<file path="src/rtl/rom_burst_arbiter_if.sv">
// Bus bundle between the burst arbiter, its two clients and the shared ROM.
// The master modport is the client/ROM side; the slave modport is the arbiter.
interface rom_burst_arbiter_if #(
    parameter int ADDR_W = 8,
    parameter int DATA_W = 8,
    parameter int LEN_W  = 4
);
    logic [1:0]        req;
    logic [ADDR_W-1:0] req_addr0;
    logic [LEN_W-1:0]  req_len0;
    logic [ADDR_W-1:0] req_addr1;
    logic [LEN_W-1:0]  req_len1;
    logic [1:0]        ack;
    logic [ADDR_W-1:0] rom_addr;
    logic              rom_read_en;
    logic              rom_ce;
    logic [DATA_W-1:0] rom_data;
    logic              rsp_valid;
    logic [DATA_W-1:0] rsp_data;
    logic              rsp_id;
    logic              rsp_last;
    logic              busy;

    modport master (
        output req, req_addr0, req_len0, req_addr1, req_len1, rom_data,
        input  ack, rom_addr, rom_read_en, rom_ce,
        input  rsp_valid, rsp_data, rsp_id, rsp_last, busy
    );

    modport slave (
        input  req, req_addr0, req_len0, req_addr1, req_len1, rom_data,
        output ack, rom_addr, rom_read_en, rom_ce,
        output rsp_valid, rsp_data, rsp_id, rsp_last, busy
    );
endinterface

</file>
<file path="src/rtl/rom_burst_arbiter.sv">
// Round-robin burst arbiter sharing one asynchronous-read ROM between two
// requesters. Every output is a flop; ROM data is captured one cycle after
// the address is presented and returned tagged with the owning requester.
//
// state  | meaning
// -------+-------------------------------------------------------------
// S_IDLE | ROM parked (ce/read_en low); waiting for a request
// S_READ | burst in flight; ROM driven at start+cnt, one beat per cycle
module rom_burst_arbiter #(
    parameter int ADDR_W = 8,
    parameter int DATA_W = 8,
    parameter int LEN_W  = 4
) (
    input logic               clk,
    input logic               rst_n,
    rom_burst_arbiter_if.slave bus
);
    // One extra bit so a length field of 0 can hold 2^LEN_W beats.
    localparam int CNT_W = LEN_W + 1;

    typedef enum logic {S_IDLE = 1'b0, S_READ = 1'b1} state_t;

    state_t            r_state;
    state_t            w_state_nxt;

    logic              r_ptr;
    logic              r_win;
    logic [ADDR_W-1:0] r_start;
    logic [CNT_W-1:0]  r_len;
    logic [CNT_W-1:0]  r_cnt;
    logic [1:0]        r_ack;
    logic [ADDR_W-1:0] r_rom_addr;
    logic              r_rom_en;
    logic              r_rsp_valid;
    logic [DATA_W-1:0] r_rsp_data;
    logic              r_rsp_id;
    logic              r_rsp_last;

    logic              w_req_any;
    logic              w_win;
    logic [ADDR_W-1:0] w_addr_sel;
    logic [LEN_W-1:0]  w_len_raw;
    logic [CNT_W-1:0]  w_len_sel;
    logic [CNT_W-1:0]  w_cnt_inc;
    logic              w_is_last;
    logic [ADDR_W-1:0] w_next_addr;

    logic              w_ptr_nxt;
    logic              w_win_nxt;
    logic [ADDR_W-1:0] w_start_nxt;
    logic [CNT_W-1:0]  w_len_nxt;
    logic [CNT_W-1:0]  w_cnt_nxt;
    logic [1:0]        w_ack_nxt;
    logic [ADDR_W-1:0] w_rom_addr_nxt;
    logic              w_rom_en_nxt;
    logic              w_rsp_valid_nxt;
    logic [DATA_W-1:0] w_rsp_data_nxt;
    logic              w_rsp_id_nxt;
    logic              w_rsp_last_nxt;

    // Winner selection and burst address/length arithmetic.
    always_comb begin
        w_req_any   = |bus.req;
        w_win       = (bus.req == 2'b10) ? 1'b1 :
                      (bus.req == 2'b01) ? 1'b0 : r_ptr;
        w_addr_sel  = w_win ? bus.req_addr1 : bus.req_addr0;
        w_len_raw   = w_win ? bus.req_len1  : bus.req_len0;
        w_len_sel   = {~|w_len_raw, w_len_raw};
        w_cnt_inc   = r_cnt + CNT_W'(1);
        w_is_last   = (r_cnt == (r_len - CNT_W'(1)));
        w_next_addr = r_start + ADDR_W'(w_cnt_inc);
    end

    // State register.
    always_ff @(posedge clk or negedge rst_n) begin
        if (!rst_n) r_state <= S_IDLE;
        else        r_state <= w_state_nxt;
    end

    // Next-state decode.
    always_comb begin
        w_state_nxt = r_state;
        case (r_state)
            S_IDLE:  if (w_req_any) w_state_nxt = S_READ;
            S_READ:  if (w_is_last) w_state_nxt = S_IDLE;
            default: w_state_nxt = S_IDLE;
        endcase
    end

    // Next values for the registered outputs and burst bookkeeping.
    always_comb begin
        w_ptr_nxt       = r_ptr;
        w_win_nxt       = r_win;
        w_start_nxt     = r_start;
        w_len_nxt       = r_len;
        w_cnt_nxt       = r_cnt;
        w_ack_nxt       = 2'b00;
        w_rom_addr_nxt  = r_rom_addr;
        w_rom_en_nxt    = r_rom_en;
        w_rsp_valid_nxt = 1'b0;
        w_rsp_data_nxt  = r_rsp_data;
        w_rsp_id_nxt    = r_rsp_id;
        w_rsp_last_nxt  = 1'b0;
        case (r_state)
            S_IDLE: begin
                if (w_req_any) begin
                    w_win_nxt      = w_win;
                    w_start_nxt    = w_addr_sel;
                    w_len_nxt      = w_len_sel;
                    w_cnt_nxt      = '0;
                    w_ack_nxt      = w_win ? 2'b10 : 2'b01;
                    w_rom_addr_nxt = w_addr_sel;
                    w_rom_en_nxt   = 1'b1;
                end
            end
            S_READ: begin
                w_rsp_data_nxt  = bus.rom_data;
                w_rsp_valid_nxt = 1'b1;
                w_rsp_id_nxt    = r_win;
                w_rsp_last_nxt  = w_is_last;
                w_cnt_nxt       = w_cnt_inc;
                w_rom_addr_nxt  = w_next_addr;
                if (w_is_last) begin
                    w_rom_en_nxt   = 1'b0;
                    w_rom_addr_nxt = '0;
                    w_ptr_nxt      = ~r_win;
                end
            end
            default: ;
        endcase
    end

    // Output and datapath registers.
    always_ff @(posedge clk or negedge rst_n) begin
        if (!rst_n) begin
            r_ptr       <= 1'b0;
            r_win       <= 1'b0;
            r_start     <= '0;
            r_len       <= '0;
            r_cnt       <= '0;
            r_ack       <= 2'b00;
            r_rom_addr  <= '0;
            r_rom_en    <= 1'b0;
            r_rsp_valid <= 1'b0;
            r_rsp_data  <= '0;
            r_rsp_id    <= 1'b0;
            r_rsp_last  <= 1'b0;
        end else begin
            r_ptr       <= w_ptr_nxt;
            r_win       <= w_win_nxt;
            r_start     <= w_start_nxt;
            r_len       <= w_len_nxt;
            r_cnt       <= w_cnt_nxt;
            r_ack       <= w_ack_nxt;
            r_rom_addr  <= w_rom_addr_nxt;
            r_rom_en    <= w_rom_en_nxt;
            r_rsp_valid <= w_rsp_valid_nxt;
            r_rsp_data  <= w_rsp_data_nxt;
            r_rsp_id    <= w_rsp_id_nxt;
            r_rsp_last  <= w_rsp_last_nxt;
        end
    end

    // ce and read_en share one flop so they can never disagree.
    assign bus.ack         = r_ack;
    assign bus.rom_addr    = r_rom_addr;
    assign bus.rom_read_en = r_rom_en;
    assign bus.rom_ce      = r_rom_en;
    assign bus.rsp_valid   = r_rsp_valid;
    assign bus.rsp_data    = r_rsp_data;
    assign bus.rsp_id      = r_rsp_id;
    assign bus.rsp_last    = r_rsp_last;
    assign bus.busy        = (r_state == S_READ);
endmodule

</file>
<file path="src/flat_wrapper.sv">
// flat-port wrapper written by rule: the top's interface ports become plain ports
module rom_burst_arbiter_flat 
#(
    parameter int ADDR_W = 8,
    parameter int DATA_W = 8,
    parameter int LEN_W  = 4
)
  (clk, rst_n, bus_req, bus_req_addr0, bus_req_len0, bus_req_addr1, bus_req_len1, bus_rom_data, bus_ack, bus_rom_addr, bus_rom_read_en, bus_rom_ce, bus_rsp_valid, bus_rsp_data, bus_rsp_id, bus_rsp_last, bus_busy);
  rom_burst_arbiter_if #(.ADDR_W(ADDR_W), .DATA_W(DATA_W), .LEN_W(LEN_W)) bus_i ();
  input logic clk;
  input logic rst_n;
  input wire logic [$bits(bus_i.req)-1:0] bus_req;
  input wire logic [$bits(bus_i.req_addr0)-1:0] bus_req_addr0;
  input wire logic [$bits(bus_i.req_len0)-1:0] bus_req_len0;
  input wire logic [$bits(bus_i.req_addr1)-1:0] bus_req_addr1;
  input wire logic [$bits(bus_i.req_len1)-1:0] bus_req_len1;
  input wire logic [$bits(bus_i.rom_data)-1:0] bus_rom_data;
  output wire logic [$bits(bus_i.ack)-1:0] bus_ack;
  output wire logic [$bits(bus_i.rom_addr)-1:0] bus_rom_addr;
  output wire logic [$bits(bus_i.rom_read_en)-1:0] bus_rom_read_en;
  output wire logic [$bits(bus_i.rom_ce)-1:0] bus_rom_ce;
  output wire logic [$bits(bus_i.rsp_valid)-1:0] bus_rsp_valid;
  output wire logic [$bits(bus_i.rsp_data)-1:0] bus_rsp_data;
  output wire logic [$bits(bus_i.rsp_id)-1:0] bus_rsp_id;
  output wire logic [$bits(bus_i.rsp_last)-1:0] bus_rsp_last;
  output wire logic [$bits(bus_i.busy)-1:0] bus_busy;
  assign bus_i.req = bus_req;
  assign bus_i.req_addr0 = bus_req_addr0;
  assign bus_i.req_len0 = bus_req_len0;
  assign bus_i.req_addr1 = bus_req_addr1;
  assign bus_i.req_len1 = bus_req_len1;
  assign bus_i.rom_data = bus_rom_data;
  assign bus_ack = bus_i.ack;
  assign bus_rom_addr = bus_i.rom_addr;
  assign bus_rom_read_en = bus_i.rom_read_en;
  assign bus_rom_ce = bus_i.rom_ce;
  assign bus_rsp_valid = bus_i.rsp_valid;
  assign bus_rsp_data = bus_i.rsp_data;
  assign bus_rsp_id = bus_i.rsp_id;
  assign bus_rsp_last = bus_i.rsp_last;
  assign bus_busy = bus_i.busy;
  rom_burst_arbiter #(.ADDR_W(ADDR_W), .DATA_W(DATA_W), .LEN_W(LEN_W)) u_core (.clk(clk), .rst_n(rst_n), .bus(bus_i));
endmodule
</file>
<file path="config.mk">
export PLATFORM = sky130hd
export DESIGN_NAME = rom_burst_arbiter_flat
export DESIGN_NICKNAME = d
export VERILOG_FILES = /design/src/rtl/rom_burst_arbiter_if.sv /design/src/rtl/rom_burst_arbiter.sv /design/src/flat_wrapper.sv
export SDC_FILE = /design/constraint.sdc
export NUM_CORES = 1
export LEC_CHECK = 0
export CORE_MARGIN = 2
export CORE_UTILIZATION = 35
export DETAILED_ROUTE_END_ITERATION = 10
export PLACE_DENSITY_LB_ADDON = 0.3
export SYNTH_ARGS = -nofsm -noshare
export SYNTH_HDL_FRONTEND = slang
export SYNTH_SLANG_ARGS = --single-unit
export TNS_END_PERCENT = 20
</file>
<file path="constraint.sdc">
create_clock -name clk -period 3.2 [get_ports clk]
set_input_delay 0.64 -clock clk [delete_from_list [all_inputs] [get_ports clk]]
set_output_delay 0.64 -clock clk [all_outputs]
set_load 0.05 [all_outputs]
</file>
==> impl_results.md <==
- Status: complete, no violations
- Slew @ Worst Pin: 0.973 ns
- Clock latency on the worst-skew pair: 0.30 ns
- Via count: 1684
- Num CTS Buffers: 5
- Buf/Inv on CP: 0
- Detailed placer's ending HPWL: 3430 um
- Asr flop ratio synth: 100%
- Period utilisation layout: 76.0%
- Post-DR vias/cell: 5.12
- CP required: 3.39 ns
- Worst setup EP type: flip-flop
- Commonest non-fill, non-tap cells in the layout: clkdlybuf4s50_1 (58), dfrtp_1 (43), nand2_1 (14)
- Hold_buf cts: 0
- Max clock buf depth: 2
- Worst clock skew: 0.00626 ns
- Synth unique cells: 39
- Layout cells sized above 1: 13.0%
- R2R cell count: 9
- Placed insts: 321
- Area growth from synthesis to layout: 33.8%
- Die width: 83.5 um
- Clock root buffer: clkbuf_8
- Total of max-cap violations: 0
- Pins Over Slew Limit: 0
- Height of the die: 83.5 um
- Area of the multi-input gates: 1040 sq um
- Fmax achieved: 411 MHz
- Residual DRC count: 0
- Seq/Total Area, Yosys: 48.7%
- First-pass iteration count of the detailed router: 4
- Number of buffers added for setup after CTS: 0
- Core Util, Final: 49.1%
- Critical path class: reg2reg
- Final setup violating endpoints: 0
- Gate count of the mapped netlist: 193
- Lkg Pwr: 1.33 nW
- Syn nets: 237
- Stages on the worst setup path: 9
- CTS tree: built
- Avg Cell Area, Syn: 11.4 sq um
- Synth top area cells: dfrtp_1 (49%), mux2i_1 (5.4%), mux2_2 (5.1%)
- Vias in the first global route: 1710
- Critical path's top delay family: compound AO/OA/AOI/OAI gates
- Clock-pin slew on the worst setup and hold paths: 0.09 ns
- CTS sink cnt: 43
- Core area: 6030 sq um
- TNS Setup: 0 ns
- # rows: 28
- GRT Total Usage: 14.3%
- Starting Density: 36.7%
- Fillers: 581
- Internal Dissipation: 0.00186 W
- Worst Hold Margin: 0.487 ns
- Nets: 297
- Seq pwr share: 29.4%
- Pwr per Cell Area: 1120 nW/um^2
- Drt wl/cell: 14.5 um
- Crit path from: u_core.r_cnt[0]
- Synth area leader: dfrtp_1
- Worst vdd ir: 0.491 mV
- Final Non-Filler Cells: 329
- Worst Path Max Fanout: 6
- Final Hold Viols: 0
- ANT nets after route: 0
- Combinational power share: 57.4%
- CP peak stage delay: 0.45 ns
- Resize count post-CTS: 0
- First-pass GRT wire length: 7960 um
- Most common cell after layout, fill and taps aside: clkdlybuf4s50_1
- Drt total wl: 4760 um
- GR Overflow Total: 0
- Max-slew headroom: 35.1%
- Synth Flop Type: dfrtp_1
- Post-synth top area share: 48.7%
- Slowest cell on the critical path: dfrtp_1
- Net switching power: 0.00145 W
- Critical Path Start Type: flip-flop
- CP Data Arrival Time: 2.62 ns
- Most used cell, CP: ha_1
- Hold Crit Class: in2async
- Iter 0 DRT Violations: 56
- Die area: 6960 sq um
- ANT cells: 0
- PortBufs: 59
- Post-synthesis cell area: 2210 sq um
- Reg2reg setup slack: 0.77 ns
- FF+latch area: 1080 sq um
- Switching Share: 43.8%
- Power share of the clock group: 13.3%
- Antenna violations before repair: 0
- GP Congestion: 0.721
- RSZ-0062 raised after global routing: no
- Synth warnings: 0
- Tmin final: 2.43 ns
- Crit-path cells: ha_1, nand3_1, xnor2_1, ha_1, nand2_1, nor3_1, a2111oi_0, o211ai_1, a221o_1
- RR Startpoint: u_core.r_cnt[0]
- Htree depth: 2
- Synth Register Bits: 43
- Largest net degree at the start of global routing: 44
- I/O pin count: 60
- Number of synthesized flops with an enable pin: 0
==> registers in the layout, summed over array words and instances (netlist names) <==
| name | count |
|---|---|
| u_core.r_win | 1 |
| u_core.r_len | 5 |
| u_core.bus.busy | 1 |
| u_core.bus.rsp_last | 1 |
| u_core.bus.ack | 2 |
| u_core.bus.rom_addr | 8 |
| u_core.bus.rsp_data | 8 |
| u_core.r_ptr | 1 |
| u_core.r_cnt | 5 |
| u_core.bus.rsp_valid | 1 |
| u_core.r_start | 8 |
| u_core.bus.rsp_id | 1 |
| u_core.bus.rom_ce | 1 |
==> worst reg2reg max path, cell delays in order, from the launching register on <==
cell	delay, ns
dfrtp_1	0.45
ha_1	0.23
nand3_1	0.11
xnor2_1	0.22
ha_1	0.33
nand2_1	0.09
nor3_1	0.04
a2111oi_0	0.38
o211ai_1	0.16
a221o_1	0.31
==> Yosys cell counts (all sizes together) (2+ instances only) <==
library cell	number
a22o	4
a21oi	6
inv	8
nor2	12
dfrtp	43
a221o	8
nor3	3
buf	6
nor4	2
nand3	4
or2	2
mux2	10
clkbuf	2
o211ai	3
nor3b	3
nand2	14
mux2i	12
o21ai	9
a21o	11
xor2	3
ha	7
xnor2	9
==> area by class of cell <==
class                      count  area share [%]
sequential                    43            36.4
multi-input combinational    134            35.2
timing repair buffer          61            20.3
tap                           75            3.17
clock buffer                   5            2.33
clock inverter                 3            1.61
inverter                       8            1.02
==> cell families (layout without fill, tap and decap cells) <==
family | after synthesis | count (layout) | synth area share [%]
compound gates | 46 | 46 | 15.7
simple gates | 45 | 45 | 10.7
flops | 43 | 43 | 48.7
mux | 22 | 22 | 10.5
buf+inv | 16 | 77 | 4.25
xor+xnor | 12 | 12 | 4.76
fa+ha+maj | 9 | 9 | 5.38
==> power groups by stage <==
stage | combinational, W | sequential, W | clock (W)
after global placement | 0.00188 | 0.000982 | 0
after global routing | 0.00207 | 0.00101 | 0.000471
final | 0.00190 | 0.000974 | 0.000439
after floorplan | 0.00107 | 0.00133 | 0
after detailed placement | 0.00192 | 0.000986 | 0
after CTS | 0.00192 | 0.000979 | 0.000450
==> metal layers <==
layer / wire [um] / GRT usage [%]
met5: 0 / 0
met4: 70 / 4.84
met3: 283 / 4.06
met2: 2340 / 23.2
met1: 2060 / 18.3
==> through the flow <==
step	cell area, sq um	setup slack [ns]	power [W]
floorplan	2210	1.05	0.00240
global placement	2840	0.760	0.00286
detailed placement	2840	0.698	0.00290
CTS	2960	0.754	0.00335
global route	2960	0.663	0.00355
finish	2960	0.768	0.00332
==> final timing paths <==
check | end
max in group asynchronous | u_core.r_len[2]
worst max-delay path | u_core.bus.rom_addr[7]
worst max register to register | u_core.bus.rom_addr[7]
worst min register to register | u_core.r_start[0]
worst min-delay path | u_core.r_start[5]
min in group clk | u_core.r_start[0]
Power figures use the tool's default switching activity.
